<file path="src/rtl/clk_div_pkg.sv">
// Shared constants and helpers for the programmable clock divider.
// high_cycles works at 32 bits so that N+1 cannot overflow for N = 2^CNT_W-1.
package clk_div_pkg;
   localparam int unsigned CNT_W_DEFAULT = 8;
   localparam int unsigned MIN_DIV       = 2;

   function automatic logic [31:0] high_cycles(input logic [31:0] n);
      return (n + 32'd1) >> 1;
   endfunction
endpackage

</file>
<file path="src/rtl/clk_div_ratio_reg.sv">
// Double-buffered divide ratio: shadow register, load validation and apply on wrap.
module clk_div_ratio_reg
   import clk_div_pkg::*;
#(
   parameter int unsigned CNT_W     = CNT_W_DEFAULT,
   parameter int unsigned RESET_DIV = 2
) (
   input  logic             clk,
   input  logic             reset,
   input  logic             i_load,
   input  logic [CNT_W-1:0] i_value,
   input  logic             i_wrap,
   output logic [CNT_W-1:0] o_div_active,
   output logic             o_pending,
   output logic             o_load_err
);

   logic [CNT_W-1:0] r_shadow;
   logic [CNT_W-1:0] r_active;
   logic             r_pending;
   logic             r_load_err;
   logic             w_valid;

   assign w_valid = (i_value >= CNT_W'(MIN_DIV));

   // A load on the apply edge re-arms pending, so it lands at the following wrap.
   always_ff @(posedge clk or posedge reset) begin
      if (reset) begin
         r_shadow   <= CNT_W'(RESET_DIV);
         r_active   <= CNT_W'(RESET_DIV);
         r_pending  <= 1'b0;
         r_load_err <= 1'b0;
      end else begin
         if (i_wrap && r_pending) begin
            r_active  <= r_shadow;
            r_pending <= 1'b0;
         end
         if (i_load) begin
            if (w_valid) begin
               r_shadow   <= i_value;
               r_pending  <= 1'b1;
               r_load_err <= 1'b0;
            end else begin
               r_load_err <= 1'b1;
            end
         end
      end
   end

   assign o_div_active = r_active;
   assign o_pending    = r_pending;
   assign o_load_err   = r_load_err;

endmodule

</file>
<file path="src/rtl/clock_divider_programmable.sv">
// Runtime-programmable integer clock divider with near-50% duty and period-start tick.
// Ratio changes are applied only on the wrap edge, so clk_out never glitches.
module clock_divider_programmable
   import clk_div_pkg::*;
#(
   parameter int unsigned CNT_W     = CNT_W_DEFAULT,
   parameter int unsigned RESET_DIV = 2
) (
   input  logic             clk,
   input  logic             reset,
   input  logic             enable,
   input  logic             div_load,
   input  logic [CNT_W-1:0] div_value,
   output logic             clk_out,
   output logic             tick,
   output logic [CNT_W-1:0] div_active,
   output logic             pending,
   output logic             load_err
);

   logic [CNT_W-1:0] r_cnt;
   logic [CNT_W-1:0] w_cnt_next;
   logic [CNT_W-1:0] w_high;
   logic [CNT_W-1:0] w_div_active;
   logic             w_last;
   logic             w_wrap;
   logic             r_clk_out;
   logic             r_tick;

   assign w_last     = (r_cnt == (w_div_active - CNT_W'(1)));
   assign w_wrap     = enable && w_last;
   assign w_cnt_next = w_last ? '0 : r_cnt + CNT_W'(1);
   assign w_high     = CNT_W'(high_cycles(32'(w_div_active)));

   clk_div_ratio_reg #(
      .CNT_W     (CNT_W),
      .RESET_DIV (RESET_DIV)
   ) u_ratio (
      .clk          (clk),
      .reset        (reset),
      .i_load       (div_load),
      .i_value      (div_value),
      .i_wrap       (w_wrap),
      .o_div_active (w_div_active),
      .o_pending    (pending),
      .o_load_err   (load_err)
   );

   // On the apply edge cnt_next is 0 and 0 < H for any N, so the old N/H give the same result.
   always_ff @(posedge clk or posedge reset) begin
      if (reset) begin
         r_cnt     <= CNT_W'(RESET_DIV - 1);
         r_clk_out <= 1'b0;
         r_tick    <= 1'b0;
      end else if (enable) begin
         r_cnt     <= w_cnt_next;
         r_clk_out <= (w_cnt_next < w_high);
         r_tick    <= (w_cnt_next == '0);
      end else begin
         r_tick    <= 1'b0;
      end
   end

   assign clk_out    = r_clk_out;
   assign tick       = r_tick;
   assign div_active = w_div_active;

endmodule

</file>
<file path="config.mk">
export PLATFORM = sky130hd
export DESIGN_NAME = clock_divider_programmable
export DESIGN_NICKNAME = d
export VERILOG_FILES = /design/src/rtl/clk_div_pkg.sv /design/src/rtl/clk_div_ratio_reg.sv /design/src/rtl/clock_divider_programmable.sv
export SDC_FILE = /design/constraint.sdc
export NUM_CORES = 1
export LEC_CHECK = 0
export ABC_AREA = 1
export CORE_MARGIN = 3
export CORE_UTILIZATION = 45
export DETAILED_ROUTE_END_ITERATION = 12
export PLACE_DENSITY = 0.7
export SETUP_SLACK_MARGIN = 0.4
export SYNTH_ARGS = -nofsm -noshare
export SYNTH_HDL_FRONTEND = slang
export SYNTH_SLANG_ARGS = --single-unit
export TNS_END_PERCENT = 30
</file>
<file path="constraint.sdc">
create_clock -name clk -period 2.5 [get_ports clk]
set_input_delay 0.375 -clock clk [delete_from_list [all_inputs] [get_ports clk]]
set_output_delay 0.375 -clock clk [all_outputs]
set_load 0.03 [all_outputs]
</file>
==> results of run 1 <==
worst register-to-register path, cell delays in order, from the launching register on:
cell	delay [ns]
sky130_fd_sc_hd__dfstp_2	0.55
sky130_fd_sc_hd__inv_2	0.05
sky130_fd_sc_hd__buf_4	0.13
sky130_fd_sc_hd__nor3_1	0.28
sky130_fd_sc_hd__nand3_1	0.22
sky130_fd_sc_hd__nor3b_2	0.25
sky130_fd_sc_hd__xor2_1	0.27
sky130_fd_sc_hd__ha_4	0.25
sky130_fd_sc_hd__nand2_2	0.06
sky130_fd_sc_hd__inv_2	0.04
sky130_fd_sc_hd__nand2_1	0.04
sky130_fd_sc_hd__nand3_1	0.06
sky130_fd_sc_hd__a31oi_1	0.15
sky130_fd_sc_hd__nand2_1	0.07
sky130_fd_sc_hd__nand2_1	0.05
worst paths after layout:
check,to,from,depth (start not counted)
min,r_cnt[7]$_DFFE_PP0P_,reset,3
min in group clk,clk_out$_DFFE_PP0P_,clk_out$_DFFE_PP0P_,2
min reg2reg,clk_out$_DFFE_PP0P_,clk_out$_DFFE_PP0P_,2
max in group asynchronous,u_ratio.r_shadow[1]$_DFFE_PP1P_,reset,3
max,clk_out$_DFFE_PP0P_,u_ratio.o_div_active[1]$_DFFE_PP1P_,14
max reg2reg,clk_out$_DFFE_PP0P_,u_ratio.o_div_active[1]$_DFFE_PP1P_,14
cells by family (layout without fill, tap and decap cells):
| group | after synthesis | in the layout | synth area share (%) |
|---|---|---|---|
| compound gates | 19 | 19 | 5.15 |
| simple gates | 131 | 132 | 30.9 |
| flops | 28 | 28 | 37.7 |
| buf+inv | 39 | 74 | 8.36 |
| xor+xnor | 12 | 12 | 5.62 |
| mux | 7 | 7 | 5.62 |
| fa+ha+maj | 10 | 10 | 6.69 |
what timing repair did:
action | CTS | global route
endpoints found under the setup margin | 10 | 14
pin swaps | 12 | 13
gates cloned | 1 | 0
hold buffers | 0 | 0
resized for setup | 2 | 10
setup buffers | 2 | 1
final cells by class:
| type | count | area (um^2) |
|---|---|---|
| clock buffer | 4 | 55.1 |
| fill | 348 | 1470 |
| inverter | 33 | 124 |
| multi-input combinational | 180 | 1070 |
| sequential | 28 | 704 |
| tap | 48 | 60.1 |
| timing repair buffer | 37 | 339 |
per-layer routing:
metal  GRT usage [%]  vias up  share of wire, %  routed length, um
li1                -      846                 -                  -
met1            25.2      736                47               1910
met2            28.7       43                48               1950
met3            1.73        4               4.7                192
met4            5.11        0               1.0                 41
met5               0        -                 0                  0
synthesized netlist by cell type, drive strengths merged:
master	instances	area share (%)
ha	10	6.7
buf	3	1.1
a31oi	1	0.33
nand2	80	17
xnor2	2	0.94
nand3b	1	0.40
nor3	3	0.80
xor2	10	4.7
nor3b	1	0.40
dfrtp	25	33
a21oi	3	0.80
nor2	25	6.4
nor4	1	0.33
nand3	14	3.7
clkbuf	3	0.60
o21ai	15	4.0
nand4	4	1.3
mux2	7	5.6
inv	33	6.6
or2	2	0.67
dfstp	3	4.2
stage by stage:
stage	cells	setup slack (ns)	hold WS (ns)	utilization (%)
finish	330	-0.0285	0.458	61.5
CTS	329	0.0104	0.465	60.5
floorplan	246	-0.0924	0.438	-
global route	330	-0.228	0.507	61.5
global placement	322	0.0451	0.462	58.1
detailed placement	322	-0.0195	0.471	58.1
flip-flops by register name (all words and copies together) (netlist names):
signal / count
clk_out: 1
r_cnt: 8
tick: 1
u_ratio.o_div_active: 8
u_ratio.o_load_err: 1
u_ratio.o_pending: 1
u_ratio.r_shadow: 8
power breakdown:
part           leakage (nW)  switching (mW)  internal (mW)
clock network        0.0288           0.142          0.141
logic                 0.830           0.341          0.267
registers             0.350          0.0759          0.523
total                  1.21           0.558          0.931
==> impl_results.md, run 1 <==
* Clock sink total at 28
* Worst setup path category: reg -> reg
* Commonest cells after routing, fill and taps aside: sky130_fd_sc_hd__nand2_1 (74), sky130_fd_sc_hd__inv_1 (26), sky130_fd_sc_hd__dfrtp_1 (25)
* Count of buffering cells on the critical path with inverters included at 3
* Static leakage at 1.21 nW
* Core Region at 3830 um^2
* Maximum number of pins on one net before global-route repair at 29
* HPWL after DPL at 3020 um
* Global-route wire length before repair at 7170 um
* Via count at 1629
* Flops & latches, synth at 28
* Peak VDD IR at 0.277 mV
* Nets@finish at 305
* Overall power of the completed layout at 1.49 mW
* Post-Syn Area per Cell at 7.60 um^2
* Most common cell after layout, fill and taps aside: sky130_fd_sc_hd__nand2_1
* Diodes inserted at 0
* CTS buffer count at 3
* Via count of the first global-routing pass at 1590
* Later-pin clock latency in the skew report at 0.28 ns
* Vertical die dimension at 70.5 um
* Sort of element at the start of the critical path: flip-flop
* Required time of the worst setup path at 2.72 ns
* # setup viols final at 1
* Run status: finished, violations left
* Bufs on Longest Clock Path at 2
* Die extent in x at 70.5 um
* Iteration-0 DRC count of the detailed router at 101
* Clock input transition at the sequential cells of the worst setup and hold paths at 0.10 ns
* Fmax achieved at 395 MHz
* Net Count, Synth at 268
* Clock tree from TritonCTS: yes
* Pre-Repair DR Iteration Count at 4
* Wire per inst at 12.4 um
* Worst setup margin at -0.0285 ns
* Number of DRC violations after detailed routing at 0
* Setup crit end kind: flip-flop
* Routed Antenna Nets at 0
* Path category of the worst min-delay check: in -> async
* Data arrival time at the worst-slack endpoint at 2.75 ns
* Final std cell area, no fill at 2350 um^2
* Power density over the cells at 633 nW/um^2
* Total of warnings raised by yosys at 0
* Minimum clock period after layout at 2.53 ns
* Number of placement rows at 22
* Critical Path Max Stage Delay at 0.55 ns
* GPL Wtd Cong at 0.863
* Full die area at 4970 um^2
* Worst relative slew slack at 62.1%
* Area growth from synthesis to layout at 25.8%
* RSZ-0062 raised after global routing: yes
* Initial Util at 48.9%
* Most common cell type on the critical path: sky130_fd_sc_hd__nand2_1
* Post-route setup TNS at -0.0285 ns
* # H-tree levels at 1
* Hold violation count in the final report at 0
* Register-to-register setup slack at -0.03 ns
* Sum of overflow across all layers after global routing at 0
* Least-Margin Pin Slew at 0.568 ns
* Portion of the post-synthesis area used by sequential elements at 37.7%
* Number of distinct library cell variants in the gate-level netlist after synthesis at 27
* Final count of pins violating max slew at 0
* Max stage delay cell, worst path: sky130_fd_sc_hd__dfstp_2
* CP Cell Sequence: inv_2 > buf_4 > nor3_1 > nand3_1 > nor3b_2 > xor2_1 > ha_4 > nand2_2 > inv_2 > nand2_1 > nand3_1 > a31oi_1 > nand2_1 > nand2_1
* Kind of cell with the highest combined delay on the critical path: simple AND/OR/NAND/NOR gates
* I/O pin count at 24
* Failing checks: setup timing
* Dpl cell area at 2220 um^2
* GRT Util Overall at 17.8%
* Number of buffers added on ports at 23
* Worst-path fanout max at 2
* Cells after synthesis at 246
* Share of layout cells above drive strength 1 at 18.8%
* Initial antenna violation count at 0
* Via count normalized by instance count at 4.94
* Post-Synthesis Cell Area at 1870 um^2
* Portion of the clock cycle consumed by the worst path in the final layout at 101%
* Number of max-capacitance violations reported at 0
* Master cell of the clock root buffer: sky130_fd_sc_hd__clkbuf_8
* Final wirelength at 4100 um
* Skew final at 0.00275 ns
Power figures use the tool's default switching activity.
==> run 2: changes to the inputs <==
--- a/config.mk
+++ b/config.mk
@@ -7,9 +7,9 @@
 export LEC_CHECK = 0
 export ABC_AREA = 1
 export CORE_MARGIN = 3
-export CORE_UTILIZATION = 45
+export CORE_UTILIZATION = 50
 export DETAILED_ROUTE_END_ITERATION = 12
-export PLACE_DENSITY = 0.7
+export PLACE_DENSITY = 0.76
 export SETUP_SLACK_MARGIN = 0.4
 export SYNTH_ARGS = -nofsm -noshare
 export SYNTH_HDL_FRONTEND = slang
==> run 2 against run 1 <==
The flow still finishes with violations (setup timing). Maximum frequency fell by 2.4%. Critical path depth rose by 7. Critical endpoint unchanged. Via count rose by 2.0%. Register-to-register slack got worse by 0.06 ns. Cell area rose by 2.0%. Die area fell by 9.2%. Largest cell class unchanged. Utilization rose by 7.7 points.
==> impl_results.md, run 2 (synthesis gave the netlist of run 1 again) <==
* Run status: finished, violations left
* Failing checks: setup timing
* Initial Util at 53.9% (+5.0 points)
* Fmax achieved at 386 MHz (-2.4%)
* Clock sink total at 28 (unchanged)
* Power density over the cells at 676 nW/um^2 (+6.8%)
* Final count of pins violating max slew at 0 (unchanged)
* Worst relative slew slack at 62.2% (+0.12 points)
* Routed Antenna Nets at 0 (unchanged)
* Final wirelength at 4270 um (+4.1%)
* Minimum clock period after layout at 2.59 ns (+0.0620 ns)
* Dpl cell area at 2210 um^2 (-0.79%)
* Via count normalized by instance count at 5.10 (+3.3%)
* Critical Path Max Stage Delay at 0.55 ns (about the same)
* Portion of the clock cycle consumed by the worst path in the final layout at 104% (+2.5 points)
* Iteration-0 DRC count of the detailed router at 79 (-22%)
* Final std cell area, no fill at 2400 um^2 (+2.0%)
* Place WS at -0.0327 ns (-0.0131 ns)
* Master cell of the clock root buffer: sky130_fd_sc_hd__clkbuf_8
* Pre-Repair DR Iteration Count at 4 (unchanged)
* Register-to-register setup slack at -0.09 ns (-0.06 ns)
* Via count at 1662 (+2.0%)
* Nets@finish at 303 (-0.66%)
* Most common cell type on the critical path: sky130_fd_sc_hd__nand2_1
* Commonest cells after routing, fill and taps aside: sky130_fd_sc_hd__nand2_1 (71), sky130_fd_sc_hd__inv_1 (27), sky130_fd_sc_hd__dfrtp_1 (25)
* Number of max-capacitance violations reported at 0 (unchanged)
* Worst setup path category: reg -> reg
* Least-Margin Pin Slew at 0.566 ns (-0.00184 ns)
* Utilization after layout at 69.2% (+7.7 points)
* Sort of element at the start of the critical path: flip-flop
* Core Region at 3470 um^2 (-9.4%)
* Clock tree from TritonCTS: yes
* Most common cell after layout, fill and taps aside: sky130_fd_sc_hd__nand2_1
* RSZ-0062 raised after global routing: yes
* Global-route wire length before repair at 7120 um (-0.68%)
* # H-tree levels at 1 (unchanged)
* CP Cell Sequence: inv_2 > ha_4 > nand2_2 > inv_2 > nor2_1 > nand2_1 > nor2_1 > nand3_1 > nor2_2 > nand2_4 > buf_4 > nand2_2 > inv_1 > ha_1 > nand2_1 > inv_1 > nand2_1 > nand2_1 > nand2_1 > nand2_1 > nand2_1
* Bufs on Longest Clock Path at 2 (unchanged)
* GPL Wtd Cong at 0.858 (-0.53%)
* I/O pin count at 24 (unchanged)
* Path category of the worst min-delay check: in -> async
* Later-pin clock latency in the skew report at 0.27 ns (about the same)
* Worst setup margin at -0.0906 ns (-0.0620 ns)
* Wire per inst at 13.1 um (+5.4%)
* Final cell count without fillers at 326 (-1.2%)
* Required time of the worst setup path at 2.68 ns (-0.04 ns)
* Worst-path fanout max at 4 (+2)
* Kind of cell with the highest combined delay on the critical path: simple AND/OR/NAND/NOR gates
* Peak VDD IR at 0.377 mV (+36%)
* Via count of the first global-routing pass at 1586 (-0.25%)
* Count of buffering cells on the critical path with inverters included at 5 (+2)
* Number of DRC violations after detailed routing at 0 (unchanged)
* Full die area at 4510 um^2 (-9.2%)
* Skew final at 0.00306 ns (+0.000316 ns)
* Quantity of hold-fixing buffers added after cts at 0 (unchanged)
* HPWL after DPL at 3090 um (+2.2%)
* Maximum number of pins on one net before global-route repair at 29 (unchanged)
* Area growth from synthesis to layout at 28.3%
* Clock input transition at the sequential cells of the worst setup and hold paths at 0.10 ns (about the same)
* Initial antenna violation count at 0 (unchanged)
* Number of buffers added on ports at 23 (unchanged)
* Vertical die dimension at 67.2 um (-4.7%)
* Max stage delay cell, worst path: sky130_fd_sc_hd__dfstp_2
* Number of placement rows at 21 (-4.5%)
* Diodes inserted at 0 (unchanged)
* Source of the worst register-to-register timing path: u_ratio.o_div_active[1]$_DFFE_PP1P_
* Die extent in x at 67.2 um (-4.7%)
* Inst Count DP at 318 (-1.2%)
* Setup crit start: u_ratio.o_div_active[1]$_DFFE_PP1P_
* Hold violation count in the final report at 0 (unchanged)
* # setup viols final at 8 (+7)
* CTS buffer count at 3 (unchanged)
* Data arrival time at the worst-slack endpoint at 2.77 ns (+0.02 ns)
* Static leakage at 1.23 nW (+1.5%)
* GRT Util Overall at 20.8% (+3.0 points)
* Share of layout cells above drive strength 1 at 20.0% (+1.2 points)
* Setup crit end kind: flip-flop
* Sum of overflow across all layers after global routing at 0 (unchanged)
run 2: cell types whose count changed in the layout (fill, tap and decap cells not counted), sizes merged:
cell,delta
clkbuf,-1
bufinv,+1
buf,-1
nand2,-1
run 2: tightest hold or removal path, stage by stage:
cell,delay (ns)
sky130_fd_sc_hd__clkdlybuf4s50_1,0.39
sky130_fd_sc_hd__inv_1,0.05
sky130_fd_sc_hd__buf_4,0.32
run 2: area by class of cell:
cell class                 instances  area (um^2)
fill                             285         1070
tap                               46         57.6
inverter                          33          124
multi-input combinational        179         1100
timing repair buffer              36          347
clock buffer                       3         41.3
sequential                        28          704
clock inverter                     1         30.0
run 2: repair_timing:
action / 4_1_cts / 5_1_grt
buffers inserted: 3 / 1
resized for setup: 11 / 14
pin swaps: 6 / 14
hold endpoints to repair: 0 / 0
cloned: 0 / 0
setup endpoints to repair: 10 / 11
run 2: stage by stage:
stage / hold WS [ns] / total power, mW / TNS (ns)
after floorplan: 0.438 / 0.984 / -0.0924
after global placement: 0.459 / 1.15 / 0
after detailed placement: 0.472 / 1.17 / -0.0327
after CTS: 0.457 / 1.58 / -0.0237
after global routing: 0.488 / 1.73 / -1.54
final: 0.450 / 1.62 / -0.557
run 2: path summary, 6_finish.rpt:
| check | cells past startpoint | end |
|---|---|---|
| worst max-delay path | 21 | clk_out$_DFFE_PP0P_ |
| worst min-delay path | 3 | clk_out$_DFFE_PP0P_ |
| worst max register to register | 21 | clk_out$_DFFE_PP0P_ |
| worst min register to register | 2 | u_ratio.r_shadow[6]$_DFFE_PP0P_ |
| max in group asynchronous | 3 | u_ratio.r_shadow[1]$_DFFE_PP1P_ |
| min in group clk | 2 | u_ratio.r_shadow[6]$_DFFE_PP0P_ |
run 2: report_power, final:
part / internal, mW / switching (mW) / total, mW
combinational: 0.285 / 0.377 / 0.662
clock: 0.214 / 0.141 / 0.356
sequential: 0.523 / 0.0818 / 0.604
total: 1.02 / 0.600 / 1.62
run 2: per-layer routing:
metal  GRT usage [%]  wire (um)  vias up
li1                -          -      845
met1            28.7       1970      773
met2            34.5       2100       38
met3            2.00        136        6
met4            6.84         58        0
met5               0          0        -
==> run 3: changes to the inputs <==
--- a/config.mk
+++ b/config.mk
@@ -7,10 +7,12 @@
 export LEC_CHECK = 0
 export ABC_AREA = 1
 export CORE_MARGIN = 3
-export CORE_UTILIZATION = 50
+export CORE_UTILIZATION = 52
+export CTS_BUF_LIST = sky130_fd_sc_hd__clkbuf_8
 export DETAILED_ROUTE_END_ITERATION = 12
-export PLACE_DENSITY = 0.76
+export PLACE_DENSITY = 0.79
 export SETUP_SLACK_MARGIN = 0.4
+export SKIP_CTS_REPAIR_TIMING = 1
 export SYNTH_ARGS = -nofsm -noshare
 export SYNTH_HDL_FRONTEND = slang
 export SYNTH_SLANG_ARGS = --single-unit
==> run 3 against run 2 <==
The run now ends clean. Setup slack improved by 0.10 ns. Critical endpoint unchanged. Global-route usage shrank 0.57 points. Clock skew down 0.00065 ns. Highest routed layer unchanged. Critical path depth shrank 1. Combinational power fell by 7.4%. Critical path type unchanged. Via count increased by 0.96%. First-iteration DRC count increased by 30%.
==> impl_results.md, run 3 (synthesis gave the netlist of run 1 again) <==
* Number of placement rows at 21 (unchanged)
* Required time of the worst setup path at 2.73 ns (+0.05 ns)
* Setup crit end kind: flip-flop
* # H-tree levels at 1 (unchanged)
* CTS buffer count at 3 (unchanged)
* Vertical die dimension at 66.0 um (-1.8%)
* Final count of pins violating max slew at 0 (unchanged)
* Register-to-register setup slack at 0.01 ns (+0.10 ns)
* Worst relative slew slack at 61.8% (-0.40 points)
* Number of max-capacitance violations reported at 0 (unchanged)
* Via count of the first global-routing pass at 1564 (-1.4%)
* Clock sink total at 28 (unchanged)
* Place WS at -0.0381 ns (-0.00547 ns)
* Area growth from synthesis to layout at 27.1%
* Clock tree from TritonCTS: yes
* Bufs on Longest Clock Path at 2 (unchanged)
* GRT Util Overall at 20.3% (-0.57 points)
* Inst Count DP at 318 (unchanged)
* Portion of the clock cycle consumed by the worst path in the final layout at 99.6% (-4.0 points)
* Portion of total power attributed to combinational logic at 38.9% (-1.9 points)
* Via count normalized by instance count at 5.12 (+0.35%)
* Iteration-0 DRC count of the detailed router at 103 (+30%)
* Via count at 1678 (+0.96%)
* # setup viols final at 0 (-8)
* RSZ-0062 raised after global routing: yes
* Core Region at 3390 um^2 (-2.3%)
* Die extent in x at 66.0 um (-1.8%)
* Depth of the worst register-to-register path at 20 (-4.8%)
* Critical R2R Capture: clk_out$_DFFE_PP0P_
* Fmax achieved at 402 MHz (+4.0%)
* Worst-path fanout max at 7 (+3)
* Initial antenna violation count at 0 (unchanged)
* Worst setup path category: reg -> reg
* Diodes inserted at 0 (unchanged)
* Run status: finished clean
* Full die area at 4350 um^2 (-3.5%)
* Power dissipated by switching net loads at 0.571 mW (-4.8%)
* Path category of the worst min-delay check: in -> async
* Share of layout cells above drive strength 1 at 19.5% (-0.50 points)
* Sort of element at the start of the critical path: flip-flop
* Static leakage at 1.21 nW (-1.4%)
* HPWL after DPL at 2990 um (-3.1%)
* Master cell of the clock root buffer: sky130_fd_sc_hd__clkbuf_8
* Worst setup margin at 0.0101 ns (+0.101 ns)
* Later-pin clock latency in the skew report at 0.28 ns (about the same)
* Number of buffers added on ports at 23 (unchanged)
* Pre-Repair DR Iteration Count at 5 (+1)
* Power density over the cells at 663 nW/um^2 (-1.8%)
* Number of DRC violations after detailed routing at 0 (unchanged)
* Source of the worst register-to-register timing path: u_ratio.o_div_active[1]$_DFFE_PP1P_
* Data arrival time at the worst-slack endpoint at 2.72 ns (-0.05 ns)
* Dpl cell area at 2210 um^2 (unchanged)
* Minimum clock period after layout at 2.49 ns (-0.101 ns)
* Initial Util at 55.2% (+1.3 points)
* Switching part of the total power at 36.2% (-0.77 points)
* GPL Wtd Cong at 0.859 (about the same)
* Routed Antenna Nets at 0 (unchanged)
* Int Pwr at 1.01 mW (-1.5%)
* Least-Margin Pin Slew at 0.572 ns (+0.00599 ns)
* Sum of overflow across all layers after global routing at 0 (unchanged)
* Wire per inst at 13.0 um (-0.73%)
* Share of total power in sequential cells at 38.0% (+0.7 points)
* Nets@finish at 305 (+0.66%)
* Fill cells at 261 (-8.4%)
* Clock input transition at the sequential cells of the worst setup and hold paths at 0.10 ns (about the same)
* Share of power burned in the clock network at 23.2% (+1.3 points)
* Most common cell after layout, fill and taps aside: sky130_fd_sc_hd__nand2_1
* Global-route wire length before repair at 6740 um (-5.3%)
* Final wirelength at 4260 um (-0.12%)
* Peak VDD IR at 0.406 mV (+7.7%)
* I/O pin count at 24 (unchanged)
* Final std cell area, no fill at 2380 um^2 (-0.94%)
* Maximum number of pins on one net before global-route repair at 29 (unchanged)
* Hold violation count in the final report at 0 (unchanged)
* Final cell count without fillers at 328 (+0.61%)
* Commonest cells after routing, fill and taps aside: sky130_fd_sc_hd__nand2_1 (75), sky130_fd_sc_hd__inv_1 (25), sky130_fd_sc_hd__dfrtp_1 (24)
* Skew final at 0.00242 ns (-0.000646 ns)
-- run 3: worst max path at each step --
stage                     cells after the start                   to                                start
after floorplan                              21  clk_out$_DFFE_PP0P_  u_ratio.o_div_active[1]$_DFFE_PP1P_
after global placement                       21  clk_out$_DFFE_PP0P_  u_ratio.o_div_active[1]$_DFFE_PP1P_
after detailed placement                     21  clk_out$_DFFE_PP0P_  u_ratio.o_div_active[1]$_DFFE_PP1P_
after CTS                                    21  clk_out$_DFFE_PP0P_  u_ratio.o_div_active[1]$_DFFE_PP1P_
after global routing                         21  clk_out$_DFFE_PP0P_  u_ratio.o_div_active[1]$_DFFE_PP1P_
final                                        20  clk_out$_DFFE_PP0P_  u_ratio.o_div_active[1]$_DFFE_PP1P_
-- run 3: routing by layer --
layer  share of wire [%]  routed length (um)  global-route usage (%)
met3                 4.6                 196                    2.38
met2                  48                2040                    32.8
met5                   0                   0                       0
met1                  46                1960                    27.4
met4                 1.5                  65                    8.38
-- run 3: cell type report --
class                           instances  area (um^2)  area share (%)
Clock buffer                            3         41.3            1.74
Clock inverter                          1         30.0            1.26
Inverter                               33          124            5.21
Multi-Input combinational cell        180         1080            45.3
Sequential cell                        28          706            29.7
Tap cell                               46         57.6            2.42
Timing Repair Buffer                   37          343            14.4
-- run 3: power groups by stage --
| stage | Sequential [mW] | Combinational, mW | Clock [mW] |
|---|---|---|---|
| final | 0.599 | 0.613 | 0.366 |
| after global routing | 0.607 | 0.709 | 0.383 |
| after floorplan | 0.602 | 0.382 | 0 |
| after global placement | 0.603 | 0.550 | 0 |
| after CTS | 0.597 | 0.571 | 0.367 |
| after detailed placement | 0.604 | 0.564 | 0 |
-- run 3: stage by stage --
| step | hold slack, ns | power, mW | setup TNS (ns) | utilization (%) |
|---|---|---|---|---|
| 2_1_floorplan | 0.438 | 0.984 | -0.0924 | - |
| 3_3_place_gp | 0.456 | 1.15 | 0 | 65.1 |
| 3_5_place_dp | 0.464 | 1.17 | -0.0381 | 65.1 |
| 4_1_cts | 0.463 | 1.53 | -0.0700 | 67.2 |
| 5_1_grt | 0.470 | 1.70 | -0.318 | 70.1 |
| 6_report | 0.449 | 1.58 | 0 | 70.1 |
-- run 3: critical path: stages, from the launching register on --
cell and delay (ns):
sky130_fd_sc_hd__dfstp_2 0.56, sky130_fd_sc_hd__inv_2 0.05, sky130_fd_sc_hd__ha_4 0.27, sky130_fd_sc_hd__nor2_1 0.04
sky130_fd_sc_hd__nor2_1 0.09, sky130_fd_sc_hd__nand2_1 0.06, sky130_fd_sc_hd__nor2_1 0.11, sky130_fd_sc_hd__nand3_1 0.09
sky130_fd_sc_hd__nor2_2 0.13, sky130_fd_sc_hd__nand2_4 0.10, sky130_fd_sc_hd__inv_2 0.08, sky130_fd_sc_hd__or2_1 0.14
sky130_fd_sc_hd__inv_2 0.06, sky130_fd_sc_hd__ha_4 0.21, sky130_fd_sc_hd__nand2_2 0.06, sky130_fd_sc_hd__inv_2 0.04
sky130_fd_sc_hd__nand2_1 0.05, sky130_fd_sc_hd__nand3_1 0.06, sky130_fd_sc_hd__a31oi_1 0.15, sky130_fd_sc_hd__nand2_1 0.06
sky130_fd_sc_hd__nand2_1 0.06
